<file path="src/rtl/memfifo_re_pkg.sv">
// Shared types and helpers for the multi-channel MEMFIFO read-enable sequencer.
package memfifo_re_pkg;

  localparam int unsigned MAX_CH          = 8;
  localparam int unsigned IDX_W           = 3;
  localparam int unsigned DEF_EXTRA_DELAY = 11;
  localparam int unsigned DEF_GAP_W       = 4;

  typedef enum logic [2:0] {
    S_IDLE,
    S_ARMED,
    S_DELAY,
    S_READ,
    S_GAP,
    S_DONE
  } state_t;

  // First requesting channel at or after ptr, wrapping within nch channels.
  function automatic logic [IDX_W-1:0] rr_pick(input logic [MAX_CH-1:0] req,
                                               input logic [IDX_W-1:0]  ptr,
                                               input int unsigned       nch);
    logic [IDX_W-1:0] pick;
    logic             found;
    int unsigned      idx;
    pick  = ptr;
    found = 1'b0;
    for (int unsigned k = 0; k < MAX_CH; k++) begin
      if (k < nch) begin
        idx = 32'(ptr) + k;
        if (idx >= nch) idx = idx - nch;
        if (!found && req[idx[IDX_W-1:0]]) begin
          pick  = idx[IDX_W-1:0];
          found = 1'b1;
        end
      end
    end
    return pick;
  endfunction

  function automatic logic [IDX_W-1:0] rr_after(input logic [IDX_W-1:0] idx,
                                                input int unsigned      nch);
    return (32'(idx) + 1 >= nch) ? '0 : idx + 1'b1;
  endfunction

endpackage

</file>
<file path="src/rtl/memfifo_re_sequencer_arb.sv">
// Round-robin arbiter: request vector plus start pointer -> one-hot grant and next pointer.
module rr_arbiter_nch
  import memfifo_re_pkg::*;
#(
  parameter int unsigned NCH = 4
) (
  input  logic [NCH-1:0]   req,
  input  logic [IDX_W-1:0] ptr,
  output logic [NCH-1:0]   grant,
  output logic [IDX_W-1:0] next_ptr,
  output logic             any_req
);

  logic [MAX_CH-1:0] req_pad;
  logic [IDX_W-1:0]  grant_idx;

  always_comb begin
    req_pad = '0;
    for (int unsigned i = 0; i < NCH; i++) req_pad[i] = req[i];
    grant_idx = rr_pick(req_pad, ptr, NCH);
    any_req   = |req;
    grant     = '0;
    for (int unsigned i = 0; i < NCH; i++)
      grant[i] = any_req && (grant_idx == IDX_W'(i));
    next_ptr = rr_after(grant_idx, NCH);
  end

endmodule

</file>
<file path="src/rtl/memfifo_re_sequencer.sv">
// Multi-channel MEMFIFO read-enable sequencer emulating TOP_SERDES readout.
// Optional `abort` input enabled by defining MEMFIFO_RE_ABORT_EN.
module memfifo_re_sequencer
  import memfifo_re_pkg::*;
#(
  parameter int unsigned NCH         = 4,
  parameter int unsigned PKT_W       = 16,
  parameter int unsigned EXTRA_DELAY = DEF_EXTRA_DELAY,
  parameter int unsigned GAP_W       = DEF_GAP_W
) (
  input  logic                 clk,
  input  logic                 rst,
`ifdef MEMFIFO_RE_ABORT_EN
  input  logic                 abort,
`endif
  input  logic                 start,
  input  logic                 enable,
  input  logic [NCH*PKT_W-1:0] packet_no,
  input  logic [NCH-1:0]       ch_mask,
  input  logic [GAP_W-1:0]     gap_cfg,
  output logic [NCH-1:0]       memfifo_re,
  output logic                 last_memfifo_re,
  output logic                 busy
);

  localparam logic [7:0] DELAY_INIT = 8'(EXTRA_DELAY);

  state_t           state;
  logic             start_q, enable_q, start_pending;
  logic [7:0]       dly_cnt;
  logic [GAP_W-1:0] gap_cnt;
  logic [IDX_W-1:0] ptr, next_ptr;
  logic [PKT_W:0]   rem     [NCH];
  logic [PKT_W:0]   load    [NCH];
  logic [PKT_W:0]   src     [NCH];
  logic [PKT_W:0]   nxt_rem [NCH];
  logic [NCH-1:0]   req, grant;
  logic             any_req;
  logic             st_edge, en_edge;
  logic             launch, enter_run, strobe_now, finish_now, go_gap, abort_now;

  // In IDLE the arbiter looks at the incoming counts so a simultaneous
  // enable+start launch with zero delay can strobe without a latch cycle.
  always_comb begin
    st_edge = start & ~start_q;
    en_edge = enable & ~enable_q;
    for (int unsigned i = 0; i < NCH; i++) begin
      load[i] = ch_mask[i] ? {packet_no[i*PKT_W +: PKT_W], 1'b0} : '0;
      src[i]  = (state == S_IDLE) ? load[i] : rem[i];
      req[i]  = (src[i] != '0);
    end
  end

  rr_arbiter_nch #(.NCH(NCH)) u_arb (
    .req      (req),
    .ptr      (ptr),
    .grant    (grant),
    .next_ptr (next_ptr),
    .any_req  (any_req)
  );

  always_comb begin
    for (int unsigned i = 0; i < NCH; i++)
      nxt_rem[i] = src[i] - {{PKT_W{1'b0}}, grant[i]};
    launch     = ((state == S_IDLE) && en_edge && st_edge) ||
                 ((state == S_ARMED) && (st_edge || start_pending));
    enter_run  = (launch && (EXTRA_DELAY == 0)) ||
                 ((state == S_DELAY) && (dly_cnt <= 8'd1));
    strobe_now = any_req && (enter_run ||
                 ((state == S_GAP) && (gap_cnt <= GAP_W'(1))) ||
                 ((state == S_READ) && (gap_cfg == '0)));
    finish_now = !any_req && (enter_run || (state == S_READ));
    go_gap     = (state == S_READ) && any_req && (gap_cfg != '0);
  end

`ifdef MEMFIFO_RE_ABORT_EN
  assign abort_now = abort && (state != S_IDLE) && (state != S_DONE);
`else
  assign abort_now = 1'b0;
`endif

  always_ff @(posedge clk or posedge rst) begin
    if (rst) begin
      state           <= S_IDLE;
      start_q         <= 1'b0;
      enable_q        <= 1'b0;
      start_pending   <= 1'b0;
      dly_cnt         <= '0;
      gap_cnt         <= '0;
      ptr             <= '0;
      for (int unsigned i = 0; i < NCH; i++) rem[i] <= '0;
      memfifo_re      <= '0;
      last_memfifo_re <= 1'b0;
      busy            <= 1'b0;
    end else begin
      start_q         <= start;
      enable_q        <= enable;
      memfifo_re      <= '0;
      last_memfifo_re <= 1'b0;
      if (abort_now) begin
        state           <= S_DONE;
        last_memfifo_re <= 1'b1;
        busy            <= 1'b1;
        for (int unsigned i = 0; i < NCH; i++) rem[i] <= '0;
      end else begin
        case (state)
          S_IDLE: begin
            if (en_edge) begin
              for (int unsigned i = 0; i < NCH; i++) rem[i] <= src[i];
              if (st_edge) begin
                busy          <= 1'b1;
                start_pending <= 1'b0;
                state         <= S_DELAY;
                dly_cnt       <= DELAY_INIT;
              end else begin
                state <= S_ARMED;
              end
            end else if (st_edge) begin
              start_pending <= 1'b1;
            end
          end
          S_ARMED: begin
            if (launch) begin
              start_pending <= 1'b0;
              busy          <= 1'b1;
              state         <= S_DELAY;
              dly_cnt       <= DELAY_INIT;
            end
          end
          S_DELAY: dly_cnt <= dly_cnt - 8'd1;
          S_READ: begin
            if (go_gap) begin
              state   <= S_GAP;
              gap_cnt <= gap_cfg;
            end
          end
          S_GAP:   gap_cnt <= gap_cnt - GAP_W'(1);
          S_DONE: begin
            busy  <= 1'b0;
            ptr   <= '0;
            state <= S_IDLE;
          end
          default: state <= S_IDLE;
        endcase
        // Strobe/finish decisions override the per-state defaults above.
        if (strobe_now) begin
          state      <= S_READ;
          memfifo_re <= grant;
          ptr        <= next_ptr;
          for (int unsigned i = 0; i < NCH; i++) rem[i] <= nxt_rem[i];
        end else if (finish_now) begin
          state           <= S_DONE;
          last_memfifo_re <= 1'b1;
        end
      end
    end
  end

endmodule

</file>
<file path="config.mk">
export PLATFORM = sky130hd
export DESIGN_NAME = memfifo_re_sequencer
export DESIGN_NICKNAME = d
export VERILOG_FILES = /design/src/rtl/memfifo_re_pkg.sv /design/src/rtl/memfifo_re_sequencer_arb.sv /design/src/rtl/memfifo_re_sequencer.sv
export SDC_FILE = /design/constraint.sdc
export NUM_CORES = 1
export LEC_CHECK = 0
export BUFFER_PORTS_ARGS = -buffer_cell sky130_fd_sc_hd__buf_2
export CORE_UTILIZATION = 60
export CTS_CLUSTER_DIAMETER = 150
export CTS_CLUSTER_SIZE = 25
export DETAILED_ROUTE_END_ITERATION = 6
export HOLD_SLACK_MARGIN = 0.06
export PLACE_DENSITY_LB_ADDON = 0.05
export SETUP_SLACK_MARGIN = 0.1
export SKIP_CTS_REPAIR_TIMING = 1
export SYNTH_ARGS = -nofsm -noshare
export SYNTH_HDL_FRONTEND = slang
export SYNTH_SLANG_ARGS = --single-unit
export TNS_END_PERCENT = 100
</file>
<file path="constraint.sdc">
create_clock -name clk -period 5.4 [get_ports clk]
set_clock_uncertainty 0.05 [all_clocks]
set_input_delay 0.81 -clock clk [delete_from_list [all_inputs] [get_ports clk]]
set_output_delay 0.81 -clock clk [all_outputs]
set_load 0.005 [all_outputs]
</file>
# Word-level counts from Yosys, hierarchy flattened
# Index checks and enable logic that the tools add are counted.
# Widths: inputs -> output; s select.
[totals] reg_bits=95 in_bits=76 elab_cells=166
[op_classes] n_addsub=15 order_cmp=11 eq_ne=16 n_mux=57 bitwise=4 n_reduce_logical=49
[op_table] operator="$mux 68" count=3
[op_table] operator="$mux 17" count=8
[op_table] operator="$reduce_bool 17->1" count=4
[op_table] operator="$sub 17x1->17" count=4
[op_table] operator="$mux 3" count=16
[op_table] operator="$ge 32x3->1 const B" count=1
[op_table] operator="$mux 8" count=3
[op_table] operator="$pmux 8 s3" count=1
[op_table] operator="$logic_and 1x1->1" count=17
[op_table] operator="$lt 3x4->1 const B" count=4
[op_table] operator="$mux 1" count=15
[op_table] operator="$bmux 1 s3" count=4
[op_table] operator="$eq 3x2->1 const B" count=4
[op_table] operator="$ge 4x3->1 const B" count=3
[op_table] operator="$ne 4x4->1 const B" count=3
[op_table] operator="$pmux 3 s4" count=1
[op_table] operator="$reduce_and 4->1" count=3
[op_table] operator="$sub 3x3->3 const B" count=4
[op_table] operator="$reduce_bool 2->1" count=5
[op_table] operator="$add 3x1->4 const B" count=2
[op_table] operator="$add 3x2->4 const B" count=2
[op_table] operator="$le 8x1->1 const B" count=1
[op_table] operator="$mux 4" count=2
[op_table] operator="$ne 2x2->1 const B" count=4
[op_table] operator="24 further kinds" count=38

# Longest topological paths before layout
# Gate-level depths: netlist of run 1.
[logic_depth] word_depth=19 mapped_depth=21 ltp_nobuf=19

# By module
# A second synthesis of run 1 with hierarchy kept.
[unflattened] cells_unflattened=929 area_unflattened_um2=7482.2
[by_module_without_submodules] module="memfifo_re_sequencer" instances=1 cells_each=870 area_per_inst_um2=7014.2 seq_area_each_um2=2377.3
[by_module_without_submodules] module="rr_arbiter_nch" instances=1 cells_each=59 area_per_inst_um2=467.9 seq_area_each_um2=0.0

# Worst setup path after synthesis of run 1
# Ideal clock, no wire load.
[synth_path] kind="in2reg" start="input port packet_no[3]" end="register rem[16] (netlist bit)" setup_time_ps=134 arrival_time_ps=4534 t_required_ps=5216 path_slack_ps=682 cell_stages=18 n_path_buf=0 path_cell_list="or3_1 -> o41a_1 -> nor3b_2 -> a32oi_1 -> and4_1 -> a31oi_1 -> or2_1 -> a21o_1 -> ha_1 -> ha_1 -> and2_1 -> ha_1 -> ha_1 -> nand2_1 -> a2111oi_4 -> nand2b_1 -> a2111oi_0 -> nor3_1"
[synth_between] elab_chain_len=19 word_cells_on_any_way=33 cone_classes="add/sub (1); eq/ne (1); mux (18); reduce/logical (13)"
[synth_rtl] item="start, declared" line="memfifo_re_sequencer.sv:18" source="input logic [NCH*PKT_W-1:0] packet_no,"
[synth_rtl] item="$mux 17 (*)" line="memfifo_re_sequencer.sv:48" source="load[i] = ch_mask[i] ? {packet_no[i*PKT_W +: PKT_W], 1'b0} : '0;"
[synth_rtl] item="$mux 17 (*)" line="memfifo_re_sequencer.sv:49" source="src[i] = (state == S_IDLE) ? load[i] : rem[i];"
[synth_rtl] item="$reduce_bool 17->1 (*)" line="memfifo_re_sequencer.sv:50" source="req[i] = (src[i] != '0);"
[synth_rtl] item="$bmux 1 s3" line="memfifo_re_pkg.sv:31" source="if (!found && req[idx[IDX_W-1:0]]) begin"
[synth_rtl] item="$mux 1 (not written as such)" line="memfifo_re_pkg.sv:31"
[synth_rtl] item="$mux 1" line="memfifo_re_pkg.sv:31"
[synth_rtl] item="$logic_not 1->1" line="memfifo_re_pkg.sv:31"
[synth_rtl] item="$logic_and 1x1->1" line="memfifo_re_pkg.sv:31"
[synth_rtl] item="(+3 left out)"
[synth_rtl] item="$mux 1" line="memfifo_re_pkg.sv:31"
[synth_rtl] item="$logic_not 1->1" line="memfifo_re_pkg.sv:31"
[synth_rtl] item="$logic_and 1x1->1" line="memfifo_re_pkg.sv:31"
[synth_rtl] item="$mux 3" line="memfifo_re_pkg.sv:31"
[synth_rtl] item="$eq 3x2->1" line="memfifo_re_sequencer_arb.sv:24" source="grant[i] = any_req && (grant_idx == IDX_W'(i));"
[synth_rtl] item="$logic_and 1x1->1" line="memfifo_re_sequencer_arb.sv:24"
[synth_rtl] item="$sub 17x1->17" line="memfifo_re_sequencer.sv:64" source="nxt_rem[i] = src[i] - {{PKT_W{1'b0}}, grant[i]};"
[synth_rtl] item="$mux 68" line="memfifo_re_sequencer.sv:146" source="if (strobe_now) begin"
[synth_rtl] item="end, declared" line="memfifo_re_sequencer.sv:33" source="logic [PKT_W:0] rem [NCH];"
# Mark *: on every way between the ends. The rest lies on a longest branch, timed or not. The select of a mux whose other input is x is not followed.
# A chain may end at the register's enable or synchronous reset.

# Final worst setup path of run 1
[layout_path] start="register state[1]" end="register rem[31] (netlist bit)"
[layout_between] elab_chain_len=19 word_cells_on_any_way=49 cone_classes="add/sub (1); eq/ne (4); mux (22); reduce/logical (22)"
[layout_rtl] item="start, declared" line="memfifo_re_sequencer.sv:28" source="state_t state;"
[layout_rtl] item="start signal, assigned" line="memfifo_re_sequencer.sv:84" source="state <= S_IDLE;"
[layout_rtl] item="start signal, assigned" line="memfifo_re_sequencer.sv:101" source="state <= S_DONE;"
[layout_rtl] item="start signal, assigned" line="memfifo_re_sequencer.sv:113" source="state <= S_DELAY;"
[layout_rtl] item="$logic_not 3->1" line="memfifo_re_sequencer.sv:49, memfifo_re_sequencer.sv:106"
[layout_rtl] item="$mux 17" line="memfifo_re_sequencer.sv:49"
[layout_rtl] item="$reduce_bool 17->1" line="memfifo_re_sequencer.sv:50"
[layout_rtl] item="$bmux 1 s3" line="memfifo_re_pkg.sv:31"
[layout_rtl] item="$mux 1 (not written as such)" line="memfifo_re_pkg.sv:31"
[layout_rtl] item="$mux 1" line="memfifo_re_pkg.sv:31"
[layout_rtl] item="$logic_not 1->1" line="memfifo_re_pkg.sv:31"
[layout_rtl] item="$logic_and 1x1->1" line="memfifo_re_pkg.sv:31"
[layout_rtl] item="(+3 left out)"
[layout_rtl] item="$mux 1" line="memfifo_re_pkg.sv:31"
[layout_rtl] item="$logic_not 1->1" line="memfifo_re_pkg.sv:31"
[layout_rtl] item="$logic_and 1x1->1" line="memfifo_re_pkg.sv:31"
[layout_rtl] item="$mux 3" line="memfifo_re_pkg.sv:31"
[layout_rtl] item="$eq 3x2->1" line="memfifo_re_sequencer_arb.sv:24"
[layout_rtl] item="$logic_and 1x1->1" line="memfifo_re_sequencer_arb.sv:24"
[layout_rtl] item="$sub 17x1->17" line="memfifo_re_sequencer.sv:64"
[layout_rtl] item="$mux 68" line="memfifo_re_sequencer.sv:146"
# Parallel ways exist; a longest one is shown, timed or not. The select of a mux whose other input is x is not followed.

==> results of run 1 <==
[metal layers]
layer	track usage	vias up	wire length [um]
met5	0	-	0
met4	0.1556	0	578
met3	0.04981	64	1604
met2	0.5597	419	10380
met1	0.4892	3786	9592
li1	-	3599	-
[metrics by stage]
stage / cell area, um^2 / utilization
4_1_cts: 8298 / 0.6937
3_3_place_gp: 8033 / 0.6715
6_report: 8381 / 0.7006
3_5_place_dp: 8033 / 0.6715
2_1_floorplan: 7352 / -
5_1_grt: 8381 / 0.7006
[critical path: cells and delay by family (launching register included)]
family                   cells  cell delay, ns
AO/OA/AOI/OAI                8            1.43
multiplexers                 1            0.22
buffers and inverters        3            0.60
AND/OR/NAND/NOR              5            1.49
flip-flops                   1            0.51
adder cells (fa/ha/maj)      3            0.60
[logic make-up (layout without fill, tap and decap cells)]
logic type	count (synthesis)	in the layout	share of synthesized area
xor+xnor	8	8	0.009529
compound gates	316	316	0.3002
buf+inv	83	175	0.05259
flops	95	95	0.3233
fa+ha+maj	19	19	0.03234
mux	16	16	0.02331
simple gates	366	366	0.2587
[power by group through the flow]
stage                     registers (mW)  logic, mW  clock network [mW]
after detailed placement            1.36       2.87                   0
after global routing                1.41       3.31               0.638
after CTS                           1.35       2.89               0.613
final                               1.38       3.01               0.603
after global placement              1.34       2.78                   0
after floorplan                     1.24       2.18                   0
[registers in the layout, indices dropped and copies added (netlist names)]
signal	flops
busy	1
rem	68
dly_cnt	8
gap_cnt	4
start_pending	1
enable_q	1
state	3
ptr	3
memfifo_re	4
start_q	1
last_memfifo_re	1
[placed cells by master, fill, tap and decap left out, types with 12 or more instances in the layout]
cell type,instances
sky130_fd_sc_hd__o211ai_1,15
sky130_fd_sc_hd__ha_1,19
sky130_fd_sc_hd__o21ai_0,60
sky130_fd_sc_hd__buf_2,81
sky130_fd_sc_hd__a21oi_1,69
sky130_fd_sc_hd__mux2i_1,12
sky130_fd_sc_hd__dfrtp_1,93
sky130_fd_sc_hd__nand2_1,92
sky130_fd_sc_hd__nand4_1,13
sky130_fd_sc_hd__a31oi_1,24
sky130_fd_sc_hd__nor4_1,18
sky130_fd_sc_hd__buf_4,55
sky130_fd_sc_hd__inv_1,19
sky130_fd_sc_hd__o21ai_1,15
sky130_fd_sc_hd__nor2_1,75
sky130_fd_sc_hd__nor3_1,33
sky130_fd_sc_hd__and3_1,17
sky130_fd_sc_hd__nand3_1,50
[how the worst min path moves through the flow]
stage	slack (ns)	depth (start not counted)	end
after floorplan	0.40	2	rem[49]
after detailed placement	0.43	1	busy
after global routing	0.45	1	dly_cnt[1]
final	0.44	1	dly_cnt[1]
after global placement	0.42	1	dly_cnt[1]
after CTS	0.44	1	dly_cnt[1]
[area by class of cell]
type | count | area, um^2
sequential | 95 | 2380
clock inverter | 6 | 36.28
fill | 972 | 3581
multi-input combinational | 725 | 4608
tap | 147 | 183.9
clock buffer | 10 | 229.0
inverter | 21 | 85.08
timing repair buffer | 138 | 858.3
==> qor.txt, run 1 <==
=========================================================================================
Result of the run .......................................................... complete, no violations
Global route total overflow ................................................            0
Setup repair after global routing missed its margin ........................        false
Part of the power in the clock network .....................................        0.121
Sum of negative setup slack ................................................         0 ns
Worst hold slack after final layout ........................................    0.4397 ns
Dominant cell by count in the synthesized netlist .......................... sky130_fd_sc_hd__dfrtp_1
P_sw .......................................................................     2.433 mW
Most area-consuming cells after synthesis .................................. sky130_fd_sc_hd__dfrtp_1 32%, sky130_fd_sc_hd__a21oi_1 4.7%, sky130_fd_sc_hd__nand2_1 4.7%
Routability Congestion .....................................................       0.9407
Number of max-cap violations ...............................................            0
DRC Markers ................................................................            0
Final #Nets ................................................................         1085
Total chip power ...........................................................     4.992 mW
Max stage delay cell, worst path ........................................... sky130_fd_sc_hd__dfrtp_2
Most instantiated flip-flop cell in the synthesis netlist .................. sky130_fd_sc_hd__dfrtp_1
Post-synthesis sequential element count ....................................           95
Clk slew on worst S/H paths ................................................      0.07 ns
Setup violation total in the final timing report ...........................            0
Final max-slew violation count .............................................            0
Core region area ...........................................................   11960 um^2
Part of the total power dissipated in sequential elements ..................        0.276
CP endpoint kind ...........................................................    flip-flop
Chip Width .................................................................     112.7 um
Reported leakage power .....................................................     3.553 nW
Placed cells ...............................................................         1118
Critical Path Source .......................................................     state[1]
Worst reg-to-reg path cell count ...........................................           20
CTS H-tree depth ...........................................................            3
Required arrival time at the worst endpoint ................................      5.64 ns
Number of enable-type register cells in the synthesized netlist ............            0
Cell with the most instances on the worst path ............................. sky130_fd_sc_hd__ha_1
Mean instance size in the synthesized netlist ..............................   8.142 um^2
Non-Filler Instances .......................................................         1142
Netlist area before placement ..............................................    7352 um^2
Number of buffers on the longest clock path ................................            2
List of most frequent post-synthesis cells ................................. 95 x sky130_fd_sc_hd__dfrtp_1, 92 x sky130_fd_sc_hd__nand2_1, 76 x sky130_fd_sc_hd__nor2_1
Pin count of the biggest net entering global routing .......................           53
Starting density of the core ...............................................       0.6146
I/O Buffers ................................................................           81
Area growth, synth to finish ...............................................       13.99%
Cell-internal power ........................................................     2.559 mW
Number of detailed-routing iterations run before antenna repair ............            6
Type of the worst min-delay path ...........................................   reg -> reg
Number of top-level design ports ...........................................           82
Number of cells produced by synthesis ......................................          903
Total length of routed wires ...............................................     22.15 mm
Routed length per instance .................................................     19.40 um
DIE AREA ...................................................................   12700 um^2
Kind of start point of the critical path ...................................    flip-flop
Via count of the first global-routing pass .................................         7199
Clock buffers created by TritonCTS .........................................            9
Sequential element share of the synthesized area ...........................       0.3233
Drt first-iter violations ..................................................          946
Clk Tree Root Cell ......................................................... sky130_fd_sc_hd__clkbuf_16
Total count of hold-check failures in the final report .....................            0
Hpwl dp ....................................................................     15.43 mm
Via count normalized by instance count .....................................        6.890
Global-route wire length before repair .....................................     35.97 mm
Slew at the pin closest to its max-slew limit ..............................    0.9532 ns
Reg2Reg Capture Point ......................................................      rem[31]
Termination of the worst setup path ........................................      rem[31]
Data arrival time of the critical path .....................................      5.21 ns
Switching Fraction .........................................................       0.4873
Highest Clock Rate .........................................................    201.4 MHz
Proportion of register bits with asynchronous set or reset after synthesis .        1.000
Relative max-transition margin .............................................       0.3639
Share of layout cells above drive strength 1 ...............................       0.1980
DP Worst Slack .............................................................    0.1569 ns
Critical path peak fanout ..................................................           30
Critical path cell sequence ................................................ or3_4, buf_12, o21ai_1, a221oi_2, buf_4, a32oi_1, o311a_1, a31oi_1, or2_1, a21oi_1, ha_1, nor2b_1, ha_1, ha_1, and2_1, o211ai_1, buf_4, nor3_1, mux2i_1, o211a_1
Critical hold path startpoint ..............................................   dly_cnt[1]
Antenna Nets Post-Route ....................................................            0
Final setup margin .........................................................    0.4338 ns
Min Clock Period, post-route ...............................................     4.966 ns
Vert. Die Dim ..............................................................     112.7 um
Cell accounting for the most synthesized area .............................. sky130_fd_sc_hd__dfrtp_1
Worst Path Class, Setup ....................................................   reg -> reg
Count of inserted antenna diode cells ......................................            0
Sink count of the clock tree ...............................................           95
IR Drop Worst-Case VDD .....................................................    0.3352 mV
Later-pin clock latency in the skew report .................................      0.35 ns
Number of distinct standard cells referenced by the synthesized netlist ....           97
GRT Total Usage ............................................................       0.3548
Overall via count from detail_route ........................................         7868
Setup slack of the most critical reg-to-reg path ...........................      0.43 ns
CTS tree ...................................................................          yes
Top-area cell type share of the netlist area ...............................       0.3233
Worst reg2reg path startpoint ..............................................     state[1]
Share of total power in combinational logic ................................        0.603
Biggest cell delay along the critical path .................................      0.51 ns
Initial antenna violation count ............................................            0
Post-Synthesis Net Count ...................................................          998
Power density of the placed cells .......................................... 595.7 nW/um^2
Warning count from the yosys run ...........................................            0
Fraction of the cycle the final worst path needs ...........................       0.9197
Row count ..................................................................           40
=========================================================================================
Note: power is estimated with default switching activity, not from simulation.
==> run 2, diff against run 1 <==
- BUFFER_PORTS_ARGS: -buffer_cell sky130_fd_sc_hd__buf_2 -> unset
- CORE_MARGIN: unset -> 1.5
- CORE_UTILIZATION: 60 -> 65
- DONT_BUFFER_PORTS: unset -> 1
==> qor.txt, run 2 (synthesis gave the netlist of run 1 again) <==
==============================================================================
Result of the run ............................................... complete, no violations   unchanged
Number of max-cap violations ....................................            0   unchanged
Leading cell types in the layout, fill and taps excluded ........ 92 x sky130_fd_sc_hd__nand2_1, 92 x sky130_fd_sc_hd__dfrtp_1, 75 x sky130_fd_sc_hd__nor2_1   was 93 x sky130_fd_sc_hd__dfrtp_1, 92 x sky130_fd_sc_hd__nand2_1, 81 x sky130_fd_sc_hd__buf_2
Number of buffers on the longest clock path .....................            2   unchanged
Vert. Die Dim ...................................................     109.4 um   was 112.7 um
Global route total overflow .....................................            0   unchanged
Setup violation total in the final timing report ................            0   unchanged
Total length of routed wires ....................................     22.06 mm   was 22.15 mm
Kind of start point of the critical path ........................    flip-flop   unchanged
CTS H-tree depth ................................................            3   unchanged
Relative max-transition margin ..................................       0.4576   was 0.3639
Critical path peak fanout .......................................           18   was 30
Data arrival time of the critical path ..........................      5.20 ns   was 5.21 ns
Placed cells ....................................................         1021   was 1118
Worst reg-to-reg path cell count ................................           19   was 20
Area growth, synth to finish ....................................       8.339%   was 13.99%
DIE AREA ........................................................   11960 um^2   was 12700 um^2
Routed length per instance ......................................     21.11 um   was 19.40 um
Non-Filler Instances ............................................         1045   was 1142
IR Drop Worst-Case VDD ..........................................    0.4493 mV   was 0.3352 mV
Chip Width ......................................................     109.4 um   was 112.7 um
Number of top-level design ports ................................           82   unchanged
Pin count of the biggest net entering global routing ............           55   was 53
Starting density of the core ....................................       0.6723   was 0.6146
Via count of the first global-routing pass ......................         7121   was 7199
Worst reg2reg path startpoint ...................................     state[0]   was state[1]
Sink count of the clock tree ....................................           95   unchanged
Setup slack of the most critical reg-to-reg path ................      0.37 ns   was 0.43 ns
Antenna Nets Post-Route .........................................            0   unchanged
Overall via count from detail_route .............................         7584   was 7868
Global-route wire length before repair ..........................     34.49 mm   was 35.97 mm
Critical Path Source ............................................     state[0]   was state[1]
Largest regs .................................................... rem x68, dly_cnt x8   unchanged
Final #Nets .....................................................          995   was 1085
Number of detailed-routing iterations run before antenna repair .            7   was 6
Initial antenna violation count .................................            0   unchanged
Row count .......................................................           38   was 40
Finished Cell Area ..............................................    7965 um^2   was 8381 um^2
Highest Clock Rate ..............................................    199.0 MHz   was 201.4 MHz
Worst Path Class, Setup .........................................   reg -> reg   unchanged
Reported leakage power ..........................................     3.236 nW   was 3.553 nW
Core region area ................................................   10940 um^2   was 11960 um^2
Power density of the placed cells ............................... 624.9 nW/um^2   was 595.7 nW/um^2
Via count normalized by instance count ..........................        7.257   was 6.890
Share of layout cells above drive strength 1 ....................       0.1249   was 0.1980
GRT Total Usage .................................................       0.3694   was 0.3548
Total chip power ................................................     4.977 mW   was 4.992 mW
Type of the worst min-delay path ................................  in -> async   was reg -> reg
I/O Buffers .....................................................            0   was 81
Sum of negative setup slack .....................................         0 ns   unchanged
Hpwl dp .........................................................     15.11 mm   was 15.43 mm
Required arrival time at the worst endpoint .....................      5.58 ns   was 5.64 ns
DRC Markers .....................................................            0   unchanged
Slew at the pin closest to its max-slew limit ...................    0.8128 ns   was 0.9532 ns
CP endpoint kind ................................................    flip-flop   unchanged
Clock buffers created by TritonCTS ..............................            9   unchanged
Later-pin clock latency in the skew report ......................      0.35 ns   about the same
Clk Tree Root Cell .............................................. sky130_fd_sc_hd__clkbuf_16   unchanged
Fraction of the cycle the final worst path needs ................       0.9308   was 0.9197
Setup repair after global routing missed its margin .............        false   unchanged
Worst hold slack after final layout .............................    0.3291 ns   was 0.4397 ns
Largest register FFs ............................................           68   unchanged
Reg2Reg Capture Point ...........................................      rem[16]   was rem[31]
Final max-slew violation count ..................................            0   unchanged
Register bank with the most flops ...............................          rem   unchanged
Min Clock Period, post-route ....................................     5.026 ns   was 4.966 ns
Drt first-iter violations .......................................         1279   was 946
Total count of hold-check failures in the final report ..........            0   unchanged
Cell area after placement .......................................    7564 um^2   was 8033 um^2
Clk slew on worst S/H paths .....................................      0.07 ns   about the same
CTS tree ........................................................          yes   unchanged
Count of inserted antenna diode cells ...........................            0   unchanged
Routability Congestion ..........................................       0.9687   was 0.9407
==============================================================================
run 2: changes by cell type in the layout (fill, tap and decap cells not counted), sizes merged:
cell	delta
clkbuf	+2
clkinvlp	-2
buf	-90
run 2: power breakdown:
group	total [mW]	internal, mW	switching, mW
clock network	0.613	0.335	0.278
registers	1.37	1.02	0.355
logic	2.99	1.20	1.79
run 2: stage by stage:
| step | setup slack (ns) | util |
|---|---|---|
| final | 0.3737 | 0.7284 |
| after global routing | 0.1204 | 0.7284 |
| after CTS | 0.1388 | 0.7169 |
| after detailed placement | 0.05771 | 0.6916 |
| after global placement | 0.3093 | 0.6916 |
| after floorplan | 0.6817 | - |
run 2: worst max-delay path: stages (launching register included):
cell and delay, ns:
sky130_fd_sc_hd__dfrtp_2 0.47, sky130_fd_sc_hd__or3_2 0.57, sky130_fd_sc_hd__buf_12 0.19, sky130_fd_sc_hd__mux2_4 0.21, sky130_fd_sc_hd__nor3b_4 0.36, sky130_fd_sc_hd__a21oi_1 0.14, sky130_fd_sc_hd__o21ai_1 0.33, sky130_fd_sc_hd__a311oi_1 0.17
sky130_fd_sc_hd__o21bai_1 0.25, sky130_fd_sc_hd__o21a_1 0.20, sky130_fd_sc_hd__ha_1 0.16, sky130_fd_sc_hd__ha_1 0.17, sky130_fd_sc_hd__and2_1 0.14, sky130_fd_sc_hd__ha_1 0.16, sky130_fd_sc_hd__ha_1 0.22, sky130_fd_sc_hd__nand2_1 0.17
sky130_fd_sc_hd__a2111oi_4 0.36, sky130_fd_sc_hd__nand2b_1 0.10, sky130_fd_sc_hd__a2111oi_1 0.39, sky130_fd_sc_hd__nor3_1 0.09
run 2: layout make-up:
type                       count  area [um^2]
clock inverter                 4        20.02
sequential                    95         2381
clock buffer                  12        256.5
tap                          140        175.2
inverter                      21        81.33
fill                         843         2970
multi-input combinational    725         4653
timing repair buffer          48        397.9
run 2: worst max-delay path by stage:
stage	to	slack [ns]	depth (start not counted)
after floorplan	rem[16]	0.68	18
after global placement	rem[14]	0.31	18
after detailed placement	rem[33]	0.06	17
after CTS	rem[33]	0.14	19
after global routing	rem[16]	0.12	20
final	rem[16]	0.37	19
run 2: layer usage:
metal | global-route usage | wire length, um | up-vias
met3 | 0.07113 | 2094 | 54
met2 | 0.5927 | 10400 | 452
met1 | 0.4909 | 9092 | 3643
met5 | 0 | 0 | -
li1 | - | - | 3435
met4 | 0.1494 | 466 | 0
==> run 3, diff against run 2 <==
- clock period: 5.4 -> 4.8 ns (I/O delays scaled with it)
==> qor.txt, run 3 (synthesis gave the netlist of run 1 again) <==
=====================================================================================
Result of the run ...................................................... complete, but fails checks   was complete, no violations
Failing checks .........................................................          DRC
Drt first-iter violations ..............................................         1068   was 1279
Sequential Area ........................................................    2379 um^2   was 2381 um^2
GRT Total Usage ........................................................       0.3849   was 0.3694
Reg2Reg Capture Point ..................................................      rem[31]   was rem[16]
Critical path peak fanout ..............................................           13   was 18
Register bank with the most flops ......................................          rem   unchanged
Total chip power .......................................................     6.048 mW   was 4.977 mW
Worst reg2reg path startpoint ..........................................     state[1]   was state[0]
Global-route track usage on met2 .......................................       0.6136   was 0.5927
Largest regs ........................................................... rem x68, dly_cnt x8   unchanged
I/O Buffers ............................................................            0   unchanged
Family with the most delay on the worst path ........................... compound AO/OA/AOI/OAI gates   unchanged
Global route total overflow ............................................            0   unchanged
Highest Clock Rate .....................................................    215.5 MHz   was 199.0 MHz
Placed cells ...........................................................         1056   was 1021
Pin count of the biggest net entering global routing ...................           65   was 55
Overall via count from detail_route ....................................         7861   was 7584
Leading cell types in the layout, fill and taps excluded ............... 94 x sky130_fd_sc_hd__dfrtp_1, 91 x sky130_fd_sc_hd__nand2_1, 81 x sky130_fd_sc_hd__buf_4   was 92 x sky130_fd_sc_hd__nand2_1, 92 x sky130_fd_sc_hd__dfrtp_1, 75 x sky130_fd_sc_hd__nor2_1
Gr busiest metal .......................................................         met2   unchanged
Kind of start point of the critical path ...............................    flip-flop   unchanged
Total count of hold-check failures in the final report .................            0   unchanged
Relative max-transition margin .........................................       0.4734   was 0.4576
Required arrival time at the worst endpoint ............................      5.05 ns   was 5.58 ns
CP endpoint kind .......................................................    flip-flop   unchanged
Critical path buffers and inverters ....................................            2   was 1
Finished Cell Area .....................................................    8432 um^2   was 7965 um^2
Setup slack of the most critical reg-to-reg path .......................      0.16 ns   was 0.37 ns
Critical path cell sequence ............................................ nor3_4, buf_12, nand3_1, a221oi_4, nor3_1, a21oi_2, a31oi_4, or2_1, a21oi_2, ha_1, nor2b_4, ha_2, ha_1, and2_1, o211ai_1, buf_4, nor3_4, mux2i_1, o211a_1   was or3_2, buf_12, mux2_4, nor3b_4, a21oi_1, o21ai_1, a311oi_1, o21bai_1, o21a_1, ha_1, ha_1, and2_1, ha_1, ha_1, nand2_1, a2111oi_4, nand2b_1, a2111oi_1, nor3_1
IR Drop Worst-Case VDD .................................................    0.4647 mV   was 0.4493 mV
Area used by multi-input combinational logic ...........................    4781 um^2   was 4653 um^2
Number of top-level design ports .......................................           82   unchanged
Setup repair after global routing missed its margin ....................         true   was false
Biggest cell delay along the critical path .............................      0.48 ns   was 0.57 ns
Clock buffers created by TritonCTS .....................................            9   unchanged
Vert. Die Dim ..........................................................     109.4 um   unchanged
Routed length per instance .............................................     21.60 um   was 21.11 um
Clk Tree Root Cell ..................................................... sky130_fd_sc_hd__clkbuf_16   unchanged
Most frequent standard cell in the layout excluding fill and tap cells . sky130_fd_sc_hd__dfrtp_1
Hpwl dp ................................................................     15.81 mm   was 15.11 mm
CTS H-tree depth .......................................................            3   unchanged
Final max-slew violation count .........................................            0   unchanged
Worst reg-to-reg path cell count .......................................           19   unchanged
Clk slew on worst S/H paths ............................................      0.07 ns   about the same
Number of max-cap violations ...........................................            0   unchanged
Number of buffers on the longest clock path ............................            2   unchanged
Non-Filler Instances ...................................................         1084   was 1045
Power density of the placed cells ...................................... 717.3 nW/um^2   was 624.9 nW/um^2
CTS tree ...............................................................          yes   unchanged
Starting density of the core ...........................................       0.6723   unchanged
Count of inserted antenna diode cells ..................................            0   unchanged
Slew at the pin closest to its max-slew limit ..........................    0.7898 ns   was 0.8128 ns
Fraction of the cycle the final worst path needs .......................       0.9670   was 0.9308
Type of the worst min-delay path .......................................  in -> async   unchanged
Total length of routed wires ...........................................     23.41 mm   was 22.06 mm
Worst hold slack after final layout ....................................    0.3398 ns   was 0.3291 ns
Core region area .......................................................   10940 um^2   unchanged
Cell area after placement ..............................................    7801 um^2   was 7564 um^2
Sink count of the clock tree ...........................................           95   unchanged
Routability Congestion .................................................       0.9421   was 0.9687
Row count ..............................................................           38   unchanged
Min Clock Period, post-route ...........................................     4.641 ns   was 5.026 ns
DIE AREA ...............................................................   11960 um^2   unchanged
Setup violation total in the final timing report .......................            0   unchanged
Max stage delay cell, worst path ....................................... sky130_fd_sc_hd__a221oi_4   was sky130_fd_sc_hd__or3_2
Met1 track demand over resource ........................................       0.5109   was 0.4909
Sum of negative setup slack ............................................         0 ns   unchanged
Antenna Nets Post-Route ................................................            0   unchanged
Global-route wire length before repair .................................     35.68 mm   was 34.49 mm
Share of layout cells above drive strength 1 ...........................       0.1843   was 0.1249
Data arrival time of the critical path .................................      4.89 ns   was 5.20 ns
Via count of the first global-routing pass .............................         7349   was 7121
Worst Path Class, Setup ................................................   reg -> reg   unchanged
Largest register FFs ...................................................           68   unchanged
Final #Nets ............................................................         1034   was 995
Chip Width .............................................................     109.4 um   unchanged
Reported leakage power .................................................     3.479 nW   was 3.236 nW
Initial antenna violation count ........................................            0   unchanged
Area growth, synth to finish ...........................................       14.69%   was 8.339%
Critical Path Source ...................................................     state[1]   was state[0]
Number of detailed-routing iterations run before antenna repair ........            7   unchanged
Via count normalized by instance count .................................        7.252   was 7.257
Met3 usage .............................................................      0.07765   was 0.07113
Number of filler cells placed in the layout ............................          755   was 843
DRC Markers ............................................................            1   was 0
Later-pin clock latency in the skew report .............................      0.36 ns   was 0.35 ns
=====================================================================================
-- run 3: cell types whose count changed in the layout (fill, tap and decap cells not counted), sizes merged --
cell,change
buf,+38
bufinv,+1
clkinv,-1
clkinvlp,+1
-- run 3: cell type report --
cell class | instances | share of cell area
Inverter | 21 | 0.009645
Sequential cell | 95 | 0.2821
Tap cell | 140 | 0.02077
Clock inverter | 5 | 0.006678
Timing Repair Buffer | 87 | 0.08384
Clock buffer | 11 | 0.02997
Multi-Input combinational cell | 725 | 0.5670
-- run 3: through the flow --
stage	utilization	setup WS [ns]
after floorplan	-	0.1717
after global placement	0.7134	-0.01906
after detailed placement	0.7134	-0.1359
after CTS	0.7416	-0.06269
after global routing	0.7711	-0.03872
final	0.7711	0.1586
-- run 3: power breakdown --
group	leakage, nW	total, mW	switching [mW]	internal (mW)
logic	2.16	3.74	2.17	1.57
clock network	0.152	0.760	0.328	0.432
registers	1.17	1.55	0.402	1.14
-- run 3: worst max-delay path by stage --
| stage | slack [ns] | endpoint | cells past startpoint |
|---|---|---|---|
| 4_1_cts | -0.06 | rem[33] | 18 |
| 5_1_grt | -0.04 | rem[31] | 20 |
| 2_1_floorplan | 0.17 | rem[16] | 18 |
| 3_3_place_gp | -0.02 | rem[33] | 17 |
| 3_5_place_dp | -0.14 | rem[33] | 18 |
| 6_report | 0.16 | rem[31] | 19 |
-- run 3: metal layers --
metal	vias up	part of all wire
met2	506	0.48
met5	-	0
met4	0	0.029
met3	73	0.097
li1	3513	-
met1	3769	0.40
